## config.mk

```make
export PLATFORM = sky130hd
export DESIGN_NAME = uart_tx_fifo
export DESIGN_NICKNAME = d
export VERILOG_FILES = /design/src/rtl/uart_tx_fifo.sv
export SDC_FILE = /design/constraint.sdc
export NUM_CORES = 1
export LEC_CHECK = 0
export ABC_AREA = 1
export BUFFER_PORTS_ARGS = -buffer_cell sky130_fd_sc_hd__buf_2
export CAP_MARGIN = 10
export CORE_AREA = 2 2 115 117
export DETAILED_ROUTE_END_ITERATION = 12
export DIE_AREA = 0 0 117 119
export GPL_TIMING_DRIVEN = 1
export MAX_ROUTING_LAYER = met4
export PLACE_DENSITY = 0.76
export SLEW_MARGIN = 10
export SYNTH_ARGS = -nofsm -noshare
export SYNTH_HDL_FRONTEND = slang
export SYNTH_SLANG_ARGS = --single-unit
```

## constraint.sdc

```tcl
create_clock -name clk -period 3.6 [get_ports clk]
set_clock_uncertainty 0.1 [all_clocks]
set_input_delay 0.36 -clock clk [delete_from_list [all_inputs] [get_ports clk]]
set_output_delay 0.36 -clock clk [all_outputs]
set_load 0.1 [all_outputs]
```

## src/rtl/uart_tx_fifo.sv

```systemverilog
// rtl/uart_tx_fifo.sv - FIFO-buffered UART transmitter with parametrised framing
module uart_tx_fifo #(
   parameter int CLK_DIV    = 434,
   parameter int DATA_BITS  = 8,
   parameter int PARITY     = 0,
   parameter int STOP_BITS  = 1,
   parameter int FIFO_DEPTH = 16
) (
   input  logic                          clk,
   input  logic                          reset_n,
   input  logic [DATA_BITS-1:0]          tx_data,
   input  logic                          tx_valid,
   output logic                          tx_ready,
   output logic [$clog2(FIFO_DEPTH):0]   fifo_level,
   output logic                          busy,
   output logic                          UART_TX,
   output logic                          UART_GND
);

   localparam int AW = $clog2(FIFO_DEPTH);
   localparam int LW = AW + 1;
   localparam int BW = $clog2(CLK_DIV);

   localparam logic [LW-1:0] LEVEL_FULL = LW'(FIFO_DEPTH);
   localparam logic [BW-1:0] BAUD_LAST  = BW'(CLK_DIV - 1);
   localparam logic [2:0]    LAST_DATA  = 3'(DATA_BITS - 1);
   localparam logic [2:0]    LAST_STOP  = 3'(STOP_BITS - 1);

   typedef enum logic [2:0] {
      S_IDLE,
      S_START,
      S_DATA,
      S_PARITY,
      S_STOP
   } state_t;

   state_t                state, state_n;
   logic [BW-1:0]         baud_cnt, baud_n;
   logic [2:0]            bit_cnt, bit_n;
   logic [DATA_BITS-1:0]  shift, shift_n;
   logic                  par_q, par_n;
   logic                  tx_n;
   logic                  busy_n;
   logic [LW-1:0]         level_n;
   logic [AW-1:0]         wr_ptr, rd_ptr;
   logic [DATA_BITS-1:0]  mem [FIFO_DEPTH];
   logic [DATA_BITS-1:0]  head;
   logic                  head_par;
   logic                  push, pop, load, wrap;

   // tx_ready is decoded straight from the level register so a full FIFO
   // refuses a push even when a pop happens on the same edge.
   assign tx_ready = (fifo_level != LEVEL_FULL);
   assign push     = tx_valid && tx_ready;
   assign head     = mem[rd_ptr];
   assign head_par = (PARITY == 1) ? ~(^head) : ^head;
   assign wrap     = (baud_cnt == BAUD_LAST);
   assign level_n  = fifo_level + LW'(push) - LW'(pop);
   assign UART_GND = 1'b0;

   // FIFO storage: written on an accepted handshake, never reset
   always_ff @(posedge clk) begin
      if (push) begin
         mem[wr_ptr] <= tx_data;
      end
   end

   // next-state and next-output decode for the framing FSM
   always_comb begin
      state_n = state;
      baud_n  = wrap ? '0 : baud_cnt + BW'(1);
      bit_n   = bit_cnt;
      shift_n = shift;
      par_n   = par_q;
      tx_n    = UART_TX;
      load    = 1'b0;
      pop     = 1'b0;
      case (state)
         S_IDLE: begin
            baud_n = '0;
            tx_n   = 1'b1;
            if (fifo_level != '0) begin
               load = 1'b1;
            end
         end
         S_START: begin
            if (wrap) begin
               state_n = S_DATA;
               tx_n    = shift[0];
               bit_n   = '0;
            end
         end
         S_DATA: begin
            if (wrap) begin
               if (bit_cnt == LAST_DATA) begin
                  bit_n = '0;
                  if (PARITY != 0) begin
                     state_n = S_PARITY;
                     tx_n    = par_q;
                  end else begin
                     state_n = S_STOP;
                     tx_n    = 1'b1;
                  end
               end else begin
                  bit_n   = bit_cnt + 3'd1;
                  shift_n = shift >> 1;
                  tx_n    = shift[1];
               end
            end
         end
         S_PARITY: begin
            if (wrap) begin
               state_n = S_STOP;
               tx_n    = 1'b1;
               bit_n   = '0;
            end
         end
         S_STOP: begin
            if (wrap) begin
               if (bit_cnt == LAST_STOP) begin
                  // a queued character starts immediately: no idle gap
                  if (fifo_level != '0) begin
                     load = 1'b1;
                  end else begin
                     state_n = S_IDLE;
                     tx_n    = 1'b1;
                  end
               end else begin
                  bit_n = bit_cnt + 3'd1;
               end
            end
         end
         default: begin
            state_n = S_IDLE;
            tx_n    = 1'b1;
         end
      endcase
      if (load) begin
         pop     = 1'b1;
         shift_n = head;
         par_n   = head_par;
         bit_n   = '0;
         baud_n  = '0;
         state_n = S_START;
         tx_n    = 1'b0;
      end
      busy_n = (state_n != S_IDLE) || (level_n != '0);
   end

   // state, counters, serial line and FIFO bookkeeping registers
   always_ff @(posedge clk or negedge reset_n) begin
      if (!reset_n) begin
         state      <= S_IDLE;
         baud_cnt   <= '0;
         bit_cnt    <= '0;
         shift      <= '0;
         par_q      <= 1'b0;
         UART_TX    <= 1'b1;
         busy       <= 1'b0;
         fifo_level <= '0;
         wr_ptr     <= '0;
         rd_ptr     <= '0;
      end else begin
         state      <= state_n;
         baud_cnt   <= baud_n;
         bit_cnt    <= bit_n;
         shift      <= shift_n;
         par_q      <= par_n;
         UART_TX    <= tx_n;
         busy       <= busy_n;
         fifo_level <= level_n;
         if (push) begin
            wr_ptr <= wr_ptr + AW'(1);
         end
         if (pop) begin
            rd_ptr <= rd_ptr + AW'(1);
         end
      end
   end

endmodule
```

Yosys cells after proc, flatten, opt, wreduce, memory -nomap -nowiden

Memories as Yosys holds them, arrays and structs flattened.
Index checks and enable logic that the tools add are counted.

Bits in registers: 38
Memory bits (writable): 128
Bits of input ports: 11
Output and inout port bits: 9
Logic and storage cells: 85
Memories kept: 1

Add/subtract/negate cells: 6
Equality and inequality tests: 16
Multiplexer cells: 39
Reduce and logical (&&, ||, !) cells: 14

Memory list:

| name | depth | bits a word | rd ports | clocked after memory_dff | write ports | RTL line | RTL |
|---|---|---|---|---|---|---|---|
| mem  | 16    | 8           | 1        | 0                        | 1           | 46       | `logic [DATA_BITS-1:0] mem [FIFO_DEPTH];` |

Operators by type and width:

| kind                  | number |
|---|---|
| $mux W3               | 14 |
| $mux W8               | 4 |
| $mux W9               | 3 |
| $ne A3 B3 Y1 const B  | 7 |
| $pmux W3 S5           | 1 |
| $mux W1               | 14 |
| $reduce_bool A5 Y1    | 2 |
| $add A9 B1 Y9 const B | 1 |
| $eq A9 B9 Y1 const B  | 1 |
| $pmux W3 S3           | 1 |
| $add A4 B1 Y4 const B | 2 |
| $eq A3 B2 Y1 const B  | 2 |
| $eq A3 B3 Y1 const B  | 2 |
| $logic_not A3 Y1      | 2 |
| $reduce_and A6 Y1     | 1 |
| $add A5 B1 Y5         | 1 |
| $ne A5 B5 Y1 const B  | 1 |
| $reduce_and A5 Y1     | 1 |
| $sub A5 B1 Y5         | 1 |
| $pmux W1 S4           | 1 |
| $reduce_bool A2 Y1    | 2 |
| $reduce_bool A4 Y1    | 1 |
| $add A3 B1 Y3 const B | 1 |
| $eq A3 B1 Y1 const B  | 1 |
| 8 further kinds       | 8 |

Depth between registers and ports, before layout

Gate-level depths: netlist of the first run.

Depth after elaboration: 9
Gate-level depth with buffers: 19
Mapped depth without buffers: 18

Worst setup path before layout of the first run

No wires, ideal clock.

Path type: register to register
From: register fifo_level[4]
To: register busy
Library setup time: 0.125 ns
Arrival time: 4.002 ns
Required time: 3.375 ns
Setup slack: -0.627 ns
Stages on the path, launching flop included: 10
Path buffers: 0
Clock period less this slack: 4.227 ns
Cell sequence: dfrtp_1 -> nand4_1 -> nand2_1 -> ha_1 -> inv_1 -> ha_1 -> fa_1 -> or3_1 -> nor2_1 -> nand3_1

Elaborated cells on any way between the ends: 18
Those cells by class: add/sub (2); eq/ne (1); mux (10); reduce/logical (5)

RTL lines:

| item                   | RTL line | RTL |
|---|---|---|
| start, declared        | 14       | `output logic [$clog2(FIFO_DEPTH):0] fifo_level,` |
| start signal, assigned | 171      | `fifo_level <= level_n;` |
| $ne A5 B5 Y1           | 53       | `assign tx_ready = (fifo_level != LEVEL_FULL);` |
| named net tx_ready     | 13       | `output logic tx_ready,` |
| $logic_and A1 B1 Y1    | 54       | `assign push = tx_valid && tx_ready;` |
| $add A5 B1 Y5          | 58       | `assign level_n = fifo_level + LW'(push) - LW'(pop);` |
| $sub A5 B1 Y5          | 58       |  |
| named net level_n[1]   | 44       | `logic [LW-1:0] level_n;` |
| $reduce_bool A5 Y1     | 147      | `busy_n = (state_n != S_IDLE) \|\| (level_n != '0);` |
| $logic_or A1 B1 Y1     | 147      |  |
| named net busy_n       | 43       | `logic busy_n;` |
| end signal, assigned   | 170      | `busy <= busy_n;` |
| end, declared          | 15       | `output logic busy,` |

The timed path passes the listed nets, and every way through them passes these cells.
A chain may end at the register's enable or synchronous reset.

Worst setup path in the final report of the first run

From: register fifo_level[3]
To: register busy

Cells in the longest elaborated chain, start to end: 9
Elaborated cells on any way between the ends: 18
Those cells by class: add/sub (2); eq/ne (1); mux (10); reduce/logical (5)

RTL lines:

| item                   | RTL line | RTL |
|---|---|---|
| $reduce_bool A5 Y1     | 82, 122  |  |
| $mux W1                | 82, 122  |  |
| $mux W1                | 120      | `if (bit_cnt == LAST_STOP) begin` |
| $mux W1                | 119      | `if (wrap) begin` |
| $pmux W1 S2            | 78       | `case (state)` |
| $mux W1                | 138      | `if (load) begin` |
| $sub A5 B1 Y5 (*)      | 58       |  |
| named net level_n[2]   | 44       |  |
| $reduce_bool A5 Y1 (*) | 147      |  |
| $logic_or A1 B1 Y1 (*) | 147      |  |
| named net busy_n       | 43       |  |

Mark *: on every way through the listed nets, which the timed path passes. The rest lies on a longest branch.

==> flow_metrics.env, run 1 <==
export IMPL_status="complete, no violations"
export IMPL_hp_class="input pin to flop"
export IMPL_grt_start_max_net_pins=68
export IMPL_hold_viol_final=0
export IMPL_dieArea_um2=13900
export IMPL_grt_pass1_wl_um=26200
export IMPL_clock_latency_ns=0.43
export IMPL_period_share_pct=83.2
export IMPL_hold_depth=3
export IMPL_firstDrtPassIters=5
export IMPL_critical_path_peak_fanout=18
export IMPL_area_delta_synth_final_pct=12.7
export IMPL_clkPwrFrac_pct=39.4
export IMPL_wl_um=16500
export IMPL_combPwrFrac_pct=17.0
export IMPL_leakage_nw=3.73
export IMPL_worst_slew_pin_transition_ns=0.930
export IMPL_yosys_register_bits=166
export IMPL_start_kind="flop"
export IMPL_h_tree_depth=4
export IMPL_slew_headroom_pct=38.0
export IMPL_dieWidth_um=117
export IMPL_critPathCaptureType="flop"
export IMPL_syn_instance_count=775
export IMPL_power_w=0.00547
export IMPL_avgSynthCellArea_um2=9.90
export IMPL_clk_pin_slew_ns=0.06
export IMPL_clk_path_buf_depth=2
export IMPL_numCtsBuffers=17
export IMPL_drc=0
export IMPL_synth_cell_area_um2=7680
export IMPL_num_io_pins=20
export IMPL_synth_yosys_seq_area_share_pct=62.5
export IMPL_final_net_count=818
export IMPL_seq_power_share_pct=43.6
export IMPL_maxSlewViolCount=0
export IMPL_row_count=42
export IMPL_clkSinkCount=166
export IMPL_worstHoldStart="tx_valid"
export IMPL_ys_types=38
export IMPL_hold_end="wr_ptr[0]"
export IMPL_ant_nets=0
export IMPL_die_h_um=119
export IMPL_rrSetupSlack_ns=0.60
export IMPL_post_dp_hpwl_um=10400
export IMPL_initial_utilization_pct=59.6
export IMPL_whs_ns=0.195
export IMPL_root_buffer="clkbuf_16"
export IMPL_p_per_area_nw_per_um2=633
export IMPL_grt_pass1_vias=5118
export IMPL_critPathLaunch="fifo_level[3]"
export IMPL_layout_min_cycle_time_ns=3.00
export IMPL_n_antenna_cell=0
export IMPL_grt_use_total_pct=26.2
export IMPL_drive_gt1_share_pct=12.0
export IMPL_yosys_area_top_type="edfxtp_1"
export IMPL_drt_iter0_markers=522
export IMPL_setup_viol=0
export IMPL_final_area_um2=8650
export IMPL_switching_power_w=0.00152
export IMPL_globalplace_congestion=0.885
export IMPL_fmax_mhz=334
export IMPL_r2r_end="busy"
export IMPL_crit_required_ns=3.81
export IMPL_criticalPathCategory="flop to flop"
export IMPL_dpl_cell_area_um2=7940
export IMPL_crit_arrival_ns=3.21
export IMPL_synth_top_area_share_pct=50.1
export IMPL_cts_tree="yes"
export IMPL_core_um2=12900
export IMPL_overflow=0
export IMPL_routedWlPerCell_um=16.8
export IMPL_reg2regPathDepth=15
export IMPL_port_buffer_count=18
export IMPL_max_cap_violations=0
export IMPL_ys_warnings_count=0
export IMPL_vias=5379
export IMPL_synthTopCellsByArea="edfxtp_1 (50%), dfrtp_1 (12%), nand2_1 (12%)"
export IMPL_synth_nets=803
export IMPL_r2r_start="fifo_level[3]"
export IMPL_vias_per_cell=5.49
export IMPL_ir_drop_v=0.000512
export IMPL_fin_setup_tns_ns=0
export IMPL_swShare_pct=27.7
export IMPL_antenna_found_initial=0
export IMPL_intPower_w=0.00396
export IMPL_rsz0062_at_grt="false"
[cell type report]
class / count / area [um2]
clock buffers: 18 / 429
well taps: 176 / 220
multi-input cells: 477 / 2380
clock inverters: 14 / 279
repair buffers: 24 / 138
flip-flops and latches: 166 / 4810
fillers: 918 / 4220
inverters: 104 / 395
[cells in the final DEF, fill, tap and decap left out, drive strengths merged]
cell type / n
ha: 16
dfrtp: 37
o31ai: 1
bufinv: 8
dfstp: 1
clkbuf: 18
conb: 1
dlygate4sd3: 1
nor3b: 1
or3: 1
xor2: 10
o21ai: 18
xnor2: 2
nand2: 247
clkinvlp: 1
nand3: 119
nor3: 4
a21oi: 7
inv: 102
clkinv: 7
nand4: 3
fa: 1
buf: 23
nor2: 46
edfxtp: 128
[power groups by stage]
stage / sequential (W) / clock (W) / combinational, W
after floorplan: 0.00261 / 0 / 0.000476
after global placement: 0.00241 / 0 / 0.000874
after detailed placement: 0.00242 / 0 / 0.000909
after CTS: 0.00238 / 0.00217 / 0.000931
after global routing: 0.00240 / 0.00225 / 0.00102
final: 0.00239 / 0.00216 / 0.000930
[metal layers]
layer | routed length [um] | track usage [%] | up-vias
met5 | 0 | - | -
li1 | - | - | 2542
met4 | 328 | 8.60 | 0
met1 | 6820 | 35.4 | 2584
met2 | 8140 | 40.5 | 225
met3 | 1160 | 4.94 | 28
[timing repair]
action / 4_1_cts / 5_1_grt
buffers inserted: 0 / 0
hold buffers: 1 / 0
hold endpoints to repair: 37 / 0
gates resized for setup: 0 / 0
[flip-flops by register name, summed over array words and instances, names as in the netlist]
signal	flops
state	3
baud_cnt	9
shift	8
mem	128
busy	1
UART_TX	1
bit_cnt	3
wr_ptr	4
rd_ptr	4
fifo_level	5
[stage by stage]
step	util [%]	std cells	worst slack [ns]
finish	67.2	979	0.605
global route	67.2	979	0.389
CTS	67.2	979	0.593
detailed placement	61.6	946	0.639
global placement	61.6	946	0.707
floorplan	-	775	-0.227
[worst max-delay path by stage]
stage | end | depth (start not counted) | slack [ns]
after floorplan | busy | 11 | -0.23
after global placement | busy | 15 | 0.71
after detailed placement | busy | 15 | 0.64
after CTS | busy | 15 | 0.59
after global routing | busy | 15 | 0.39
final | busy | 15 | 0.60
[critical path: stages (launching register included)]
cell and delay, ns:
dfrtp_4 0.50, inv_4 0.08, ha_4 0.13, nand3_1 0.07, nor2_1 0.19, inv_1 0.11
nand2_4 0.10, nor2_8 0.09, ha_4 0.28, inv_2 0.04, ha_4 0.15, fa_2 0.37
xor2_1 0.17, or3_1 0.32, nor2_1 0.10, nand3_1 0.07
[synth_stat cells]
cell / number
o21ai_1: 4
inv_1: 94
a21oi_4: 2
buf_8: 1
conb_1: 1
o21ai_4: 1
nor2_1: 40
dfstp_2: 1
xor2_1: 9
nor3_1: 4
xnor2_1: 2
xor2_2: 1
edfxtp_1: 128
nand2_1: 241
nor2_8: 1
nor2_4: 2
or3_1: 1
buf_6: 2
ha_1: 16
nand3_1: 115
dfrtp_1: 37
buf_4: 1
fa_1: 1
o21ai_0: 13
o31ai_1: 1
nand3_2: 3
a21oi_1: 5
nor3b_1: 1
nand3_4: 1
clkinv_1: 2
inv_2: 8
nand2_4: 2
nand2_2: 4
clkbuf_1: 12
nor2_2: 3
nand4_1: 3
buf_1: 2
buf_2: 10
[cell families (layout without fill, tap and decap cells)]
group | count (synthesis) | in the layout | synth area share, %
AO/OA/AOI/OAI | 26 | 26 | 2.17
XOR/XNOR | 12 | 12 | 1.47
adder cells (fa/ha/maj) | 17 | 17 | 2.87
buffers and inverters | 132 | 160 | 7.01
flip-flops | 166 | 166 | 62.5
other | 1 | 1 | 0.0489
AND/OR/NAND/NOR | 421 | 421 | 24.0
(Power assumes the default switching activity.)
==> run 2, diff against run 1 <==
--- a/config.mk
+++ b/config.mk
@@ -5,12 +5,12 @@
 export SDC_FILE = /design/constraint.sdc
 export NUM_CORES = 1
 export LEC_CHECK = 0
-export ABC_AREA = 1
+export ABC_AREA = 0
 export BUFFER_PORTS_ARGS = -buffer_cell sky130_fd_sc_hd__buf_2
 export CAP_MARGIN = 10
-export CORE_AREA = 2 2 115 117
+export CORE_AREA = 2 2 109 111
 export DETAILED_ROUTE_END_ITERATION = 12
-export DIE_AREA = 0 0 117 119
+export DIE_AREA = 0 0 111 113
 export GPL_TIMING_DRIVEN = 1
 export MAX_ROUTING_LAYER = met4
 export PLACE_DENSITY = 0.76
==> constraint.sdc (replaced) <==
create_clock -name clk -period 2.8 [get_ports clk]
set_clock_uncertainty 0.1 [all_clocks]
set_input_delay 0.28 -clock clk [delete_from_list [all_inputs] [get_ports clk]]
set_output_delay 0.28 -clock clk [all_outputs]
set_load 0.1 [all_outputs]
==> run 2 against run 1 <==
The flow now finishes with violations (negative setup slack). Sequential power grew 28%. Register-to-register slack worse by 1.2 ns. Sequential share of layout area rose by 3.6 points. Die area is 9.9% lower. Total power grew 22%. Combinational power is 44% higher. Synthesized cell count fell by 48%. Critical endpoint unchanged. First-iteration DRC count decreased by 27%. Critical path depth shrank 1. Via count shrank 30%.
==> flow_metrics.env, run 2 <==
export IMPL_status="finished with violations"
export IMPL_failed_checks="negative setup slack"
export IMPL_leakage_nw=2.93
export IMPL_drc=0
export IMPL_swShare_pct=28.5
export IMPL_ant_nets=0
export IMPL_maxSlewViolCount=0
export IMPL_rsz0062_at_grt="true"
export IMPL_crit_path_cell_trace="inv_1 > ha_1 > nand4_1 > or4_4 > a21oi_4 > ha_4 > inv_2 > ha_4 > fa_2 > a21oi_2 > o21bai_1 > xnor2_1 > or2_4 > or4_1"
export IMPL_drive_gt1_share_pct=32.8
export IMPL_fmax_mhz=297
export IMPL_firstDrtPassIters=4
export IMPL_critPathCaptureType="flop"
export IMPL_clk_path_buf_depth=2
export IMPL_clk_pin_slew_ns=0.06
export IMPL_combPwrFrac_pct=20.1
export IMPL_crit_required_ns=2.99
export IMPL_synthFlopType="edfxtp_1"
export IMPL_synth_adder_area_share_pct=3.19
export IMPL_clock_latency_ns=0.43
export IMPL_whs_ns=0.128
export IMPL_ir_drop_v=0.00100
export IMPL_syn_instance_count=406
export IMPL_cts_resized=0
export IMPL_dieArea_um2=12500
export IMPL_crit_slowest_cell="or4_4"
export IMPL_antenna_found_initial=0
export IMPL_mostFrequentLayoutCells="edfxtp_1 (128), buf_4 (41), mux4_2 (31), dfrtp_1 (31), nor2_1 (19)"
export IMPL_yosysMostFrequentCell="edfxtp_1"
export IMPL_slowest_delay_ns=0.55
export IMPL_synth_mux_area_share_pct=10.7
export IMPL_largest_reg_flops=128
export IMPL_synth_yosys_seq_area_share_pct=69.4
export IMPL_dp_cells=590
export IMPL_worst_slack_ns=-0.567
export IMPL_globalplace_congestion=0.785
export IMPL_switching_power_w=0.00190
export IMPL_cpMostUsedCell="ha_4"
export IMPL_period_share_pct=120
export IMPL_grt_start_max_net_pins=39
export IMPL_area_delta_synth_final_pct=17.8
export IMPL_synth_compound_area_share_pct=5.72
export IMPL_vias=3757
export IMPL_top_register="mem"
export IMPL_row_count=39
export IMPL_post_dp_hpwl_um=8640
export IMPL_yosys_area_top_type="edfxtp_1"
export IMPL_cts_tree="yes"
export IMPL_grt_use_total_pct=23.0
export IMPL_die_h_um=113
export IMPL_grt_pass1_vias=3936
export IMPL_overflow=0
export IMPL_start_kind="flop"
export IMPL_hp_class="input pin to flop"
export IMPL_seq_power_share_pct=46.0
export IMPL_synthSimpleGateAreaFrac_pct=6.57
export IMPL_drt_iter0_markers=380
export IMPL_setup_viol=2
export IMPL_layout_commonest_cell="edfxtp_1"
export IMPL_p_per_area_nw_per_um2=819
export IMPL_slew_headroom_pct=43.5
export IMPL_synth_cell_area_um2=6910
export IMPL_vias_per_cell=6.01
export IMPL_numCtsBuffers=17
export IMPL_routedWlPerCell_um=20.4
export IMPL_wl_um=12800
export IMPL_criticalPathCategory="flop to flop"
export IMPL_fin_cells=625
export IMPL_async_flop_share_pct=22.9
export IMPL_layout_min_cycle_time_ns=3.37
export IMPL_largestRegisters="mem: 128 flops, baud_cnt: 9 flops, shift: 8 flops"
export IMPL_synth_common_cells="edfxtp_1 (128), dfrtp_1 (37), mux4_2 (31), nor2_1 (20), inv_1 (18)"
export IMPL_initial_utilization_pct=61.3
export IMPL_dieWidth_um=111
export IMPL_clkPwrFrac_pct=33.9
export IMPL_n_antenna_cell=0
export IMPL_synth_top_area_share_pct=55.6
export IMPL_ys_types=56
export IMPL_synth_enable_flop_cells=128
export IMPL_yosys_register_bits=166
export IMPL_root_buffer="clkbuf_16"
export IMPL_worst_slew_pin_transition_ns=0.848
export IMPL_critical_path_peak_fanout=3
export IMPL_port_buffer_count=18
export IMPL_num_io_pins=20
export IMPL_synth_nets=434
export IMPL_postLayoutCoreUtil_pct=72.2
export IMPL_synthTopCellsByArea="edfxtp_1 (56%), dfrtp_1 (13%), mux4_2 (10%)"
export IMPL_synth_xor_xnor_area_share_pct=2.03
export IMPL_ys_warnings_count=0
export IMPL_h_tree_depth=4
export IMPL_clkSinkCount=166
export IMPL_core_um2=11300
export IMPL_crit_arrival_ns=3.56
export IMPL_fin_setup_tns_ns=-0.621
export IMPL_grt_pass1_wl_um=20900
export IMPL_final_net_count=497
export IMPL_intPower_w=0.00476
export IMPL_crit_family="simple AND/OR/NAND/NOR gates"
export IMPL_avgSynthCellArea_um2=17.0
export IMPL_synth_top_family_by_area="multiplexers"
export IMPL_post_place_ws_ns=-0.592
export IMPL_crit_buf_inv=2
export IMPL_max_cap_violations=0
export IMPL_hold_viol_final=0
[run 2: cell count changes in the layout (fill, tap and decap cells not counted), moves of 10 or more]
cell	change
mux4_2	+31
nand2_1	-233
nor2_1	-21
nand3_1	-103
xnor2_1	+10
a22oi_1	+14
inv_1	-77
buf_4	+36
[run 2: final timing paths]
path	cells after the start	start	endpoint	slack [ns]
worst max-delay path	14	baud_cnt[1]	busy	-0.57
worst min-delay path	1	tx_data[3]	mem[15][3]	0.13
worst max register to register	14	baud_cnt[1]	busy	-0.57
worst min register to register	1	shift[2]	shift[2]	0.45
max in group asynchronous	2	reset_n	fifo_level[1]	1.57
min in group asynchronous	2	reset_n	wr_ptr[3]	0.41
[run 2: what timing repair did]
item | CTS | global route
endpoints found under the hold margin | 37 | 0
hold buffers | 1 | 0
setup buffers | 0 | 2
endpoints found under the setup margin | 1 | 3
pin swaps | 4 | 2
[run 2: layout make-up]
class | count | area (um2)
Clock buffer | 19 | 433
Sequential cell | 166 | 4810
Inverter | 18 | 80.1
Fill cell | 664 | 3140
Multi-Input combinational cell | 204 | 2030
Clock inverter | 13 | 148
Tap cell | 143 | 179
Timing Repair Buffer | 62 | 448
[run 2: per-layer routing]
| metal | up-vias | GRT usage, % | share of wire [%] |
|---|---|---|---|
| met1 | 1903 | 28.6 | 42 |
| met5 | - | - | 0 |
| met4 | 0 | 7.08 | 1.4 |
| met3 | 17 | 5.89 | 4.9 |
| li1 | 1715 | - | - |
| met2 | 122 | 37.9 | 52 |
[run 2: power groups by stage]
stage	logic [W]	registers (W)	clock network (W)
finish	0.00134	0.00306	0.00226
global route	0.00145	0.00309	0.00239
CTS	0.00131	0.00306	0.00228
detailed placement	0.00130	0.00311	0
global placement	0.00126	0.00309	0
floorplan	0.000660	0.00336	0
[run 2: cells by family after synthesis]
group | count (synthesis)
fa+ha+maj | 17
compound gates | 51
buf+inv | 36
other cells | 1
mux | 35
simple gates | 84
flops | 166
xor+xnor | 16
[run 2: stage by stage]
| step | total power (W) | cell area (um2) |
|---|---|---|
| finish | 0.00666 | 8130 |
| global route | 0.00693 | 8130 |
| CTS | 0.00665 | 8120 |
| detailed placement | 0.00441 | 7530 |
| global placement | 0.00435 | 7530 |
| floorplan | 0.00402 | 7020 |
[run 2: worst register-to-register path: cells and delay by family (launching register included)]
| family | cells | cell delay, ns |
|---|---|---|
| compound gates | 3 | 0.43 |
| xor+xnor | 1 | 0.15 |
| fa+ha+maj | 4 | 0.79 |
| buf+inv | 2 | 0.09 |
| flops | 1 | 0.37 |
| simple gates | 4 | 1.30 |
==> run 3, diff against run 2 <==
--- a/config.mk
+++ b/config.mk
@@ -11,8 +11,6 @@
 export CORE_AREA = 2 2 109 111
 export DETAILED_ROUTE_END_ITERATION = 12
 export DIE_AREA = 0 0 111 113
-export GPL_TIMING_DRIVEN = 1
-export MAX_ROUTING_LAYER = met4
 export PLACE_DENSITY = 0.76
 export SLEW_MARGIN = 10
 export SYNTH_ARGS = -nofsm -noshare
==> run 3 against run 2 <==
Combinational power hardly changed. Global-route usage is 0.72 points lower. Largest cell class unchanged. The flow still finishes with violations (negative setup slack). Sequential power hardly changed. Critical path depth stayed put. Non-clock buffer count stayed put. Utilization stayed put. Register-to-register slack hardly changed. Hold slack better by 0.010 ns. Total power hardly changed. Critical path type unchanged. Setup slack better by 0.0023 ns.
==> flow_metrics.env, run 3 (synthesized netlist as in run 2, its figures left out) <==
export IMPL_status="finished with violations"
export IMPL_failed_checks="negative setup slack"
export IMPL_hp_class="input pin to flop"
export IMPL_post_dp_hpwl_um=8640
export IMPL_vias_per_cell=5.96
export IMPL_core_um2=11300
export IMPL_hold_depth=1
export IMPL_grt_start_max_net_pins=39
export IMPL_critical_path_peak_fanout=3
export IMPL_crit_required_ns=2.98
export IMPL_layout_min_cycle_time_ns=3.36
export IMPL_setup_viol=2
export IMPL_largestRegisters="mem: 128 flops, baud_cnt: 9 flops, shift: 8 flops"
export IMPL_top_register="mem"
export IMPL_rsz0062_at_grt="true"
export IMPL_die_h_um=113
export IMPL_worst_slew_pin_transition_ns=0.850
export IMPL_overflow=0
export IMPL_initial_utilization_pct=61.3
export IMPL_globalplace_congestion=0.775
export IMPL_dieArea_um2=12500
export IMPL_wl_um=12800
export IMPL_critPathCaptureType="flop"
export IMPL_crit_arrival_ns=3.55
export IMPL_dieWidth_um=111
export IMPL_clock_latency_ns=0.42
export IMPL_layout_commonest_cell="edfxtp_1"
export IMPL_h_tree_depth=4
export IMPL_firstDrtPassIters=4
export IMPL_area_delta_synth_final_pct=17.8
export IMPL_largest_reg_flops=128
export IMPL_r2r_end="busy"
export IMPL_post_place_ws_ns=-0.592
export IMPL_drive_gt1_share_pct=32.8
export IMPL_numCtsBuffers=17
export IMPL_fill_cells=664
export IMPL_fmax_mhz=297
export IMPL_antenna_found_initial=0
export IMPL_endpoint="busy"
export IMPL_row_count=39
export IMPL_ant_nets=0
export IMPL_hold_viol_final=0
export IMPL_mostFrequentLayoutCells="edfxtp_1 (128), buf_4 (41), mux4_2 (31), dfrtp_1 (31), nor2_1 (19)"
export IMPL_clkSinkCount=166
export IMPL_multi_input_area_um2=2030
export IMPL_vias=3725
export IMPL_whs_ns=0.139
export IMPL_drc=0
export IMPL_worst_slack_ns=-0.565
export IMPL_max_cap_violations=0
export IMPL_cts_tree="yes"
export IMPL_worstHoldStart="tx_data[3]"
export IMPL_grt_pass1_wl_um=20800
export IMPL_rrSetupSlack_ns=-0.56
export IMPL_criticalPathCategory="flop to flop"
export IMPL_num_io_pins=20
export IMPL_regArea_um2=4810
export IMPL_reg2regPathDepth=14
export IMPL_clk_pin_slew_ns=0.06
export IMPL_critPathLaunch="baud_cnt[1]"
export IMPL_grt_pass1_vias=3926
export IMPL_ir_drop_v=0.00100
export IMPL_start_kind="flop"
export IMPL_drt_iter0_markers=376
export IMPL_leakage_nw=2.93
export IMPL_clk_path_buf_depth=2
export IMPL_root_buffer="clkbuf_16"
export IMPL_final_net_count=497
export IMPL_slew_headroom_pct=43.3
export IMPL_p_per_area_nw_per_um2=819
export IMPL_grt_use_total_pct=22.3
export IMPL_period_share_pct=120
export IMPL_n_antenna_cell=0
export IMPL_routedWlPerCell_um=20.5
export IMPL_fin_cells=625
export IMPL_maxSlewViolCount=0
export IMPL_port_buffer_count=18
export IMPL_dp_cells=590
export IMPL_r2r_start="baud_cnt[1]"
-- run 3: cell counts in the layout (fill, tap and decap cells not counted) --
No cell type changed its count.
-- run 3: stage by stage --
stage          power (W)  utilization (%)  setup TNS [ns]  area [um2]
2_1_floorplan    0.00402                -           -1.74        7020
3_3_place_gp     0.00435             66.8          -0.486        7530
3_5_place_dp     0.00441             66.8          -0.592        7530
4_1_cts          0.00665             72.0          -0.569        8120
5_1_grt          0.00693             72.2          -0.857        8130
6_report         0.00666             72.2          -0.613        8130
-- run 3: worst max-delay path: stages, from the launching register on --
cell,delay [ns]
dfrtp_1,0.37
inv_1,0.06
ha_1,0.13
nand4_1,0.12
or4_4,0.55
a21oi_4,0.20
ha_4,0.14
inv_2,0.03
ha_4,0.15
fa_2,0.37
a21oi_2,0.13
o21bai_1,0.10
xnor2_1,0.15
or2_4,0.23
or4_1,0.40
-- run 3: area by class of cell --
type / count / share of cell area [%]
clock buffers: 19 / 5.32
flip-flops and latches: 166 / 59.2
repair buffers: 62 / 5.51
well taps: 143 / 2.20
clock inverters: 13 / 1.82
inverters: 18 / 0.984
multi-input cells: 204 / 25.0
-- run 3: worst min-delay path by stage --
| stage | endpoint | slack, ns |
|---|---|---|
| after floorplan | baud_cnt[0] | -0.12 |
| after global placement | fifo_level[3] | 0.32 |
| after detailed placement | fifo_level[3] | 0.34 |
| after CTS | mem[15][3] | 0.13 |
| after global routing | mem[1][3] | 0.13 |
| final | mem[15][3] | 0.14 |
-- run 3: per-layer routing --
| metal | up-vias | track usage [%] | part of all wire, % |
|---|---|---|---|
| met1 | 1889 | 28.4 | 42 |
| li1 | 1717 | - | - |
| met5 | - | 0 | 0 |
| met2 | 109 | 38.0 | 52 |
| met3 | 10 | 6.37 | 4.6 |
| met4 | 0 | 6.33 | 0.92 |
-- run 3: where the power goes --
part	internal (W)	switching, W
Clock	0.00132	0.000932
Combinational	0.000502	0.000843
Sequential	0.00294	0.000121
-- run 3: what timing repair did --
| action | in CTS | in global routing |
|---|---|---|
| setup buffers | 0 | 2 |
| hold buffers | 1 | 0 |
| endpoints found under the setup margin | 1 | 3 |
| gates resized for setup | 0 | 0 |
| hold endpoints to repair | 37 | 0 |
| cloned | 0 | 0 |
| pin swaps | 4 | 2 |
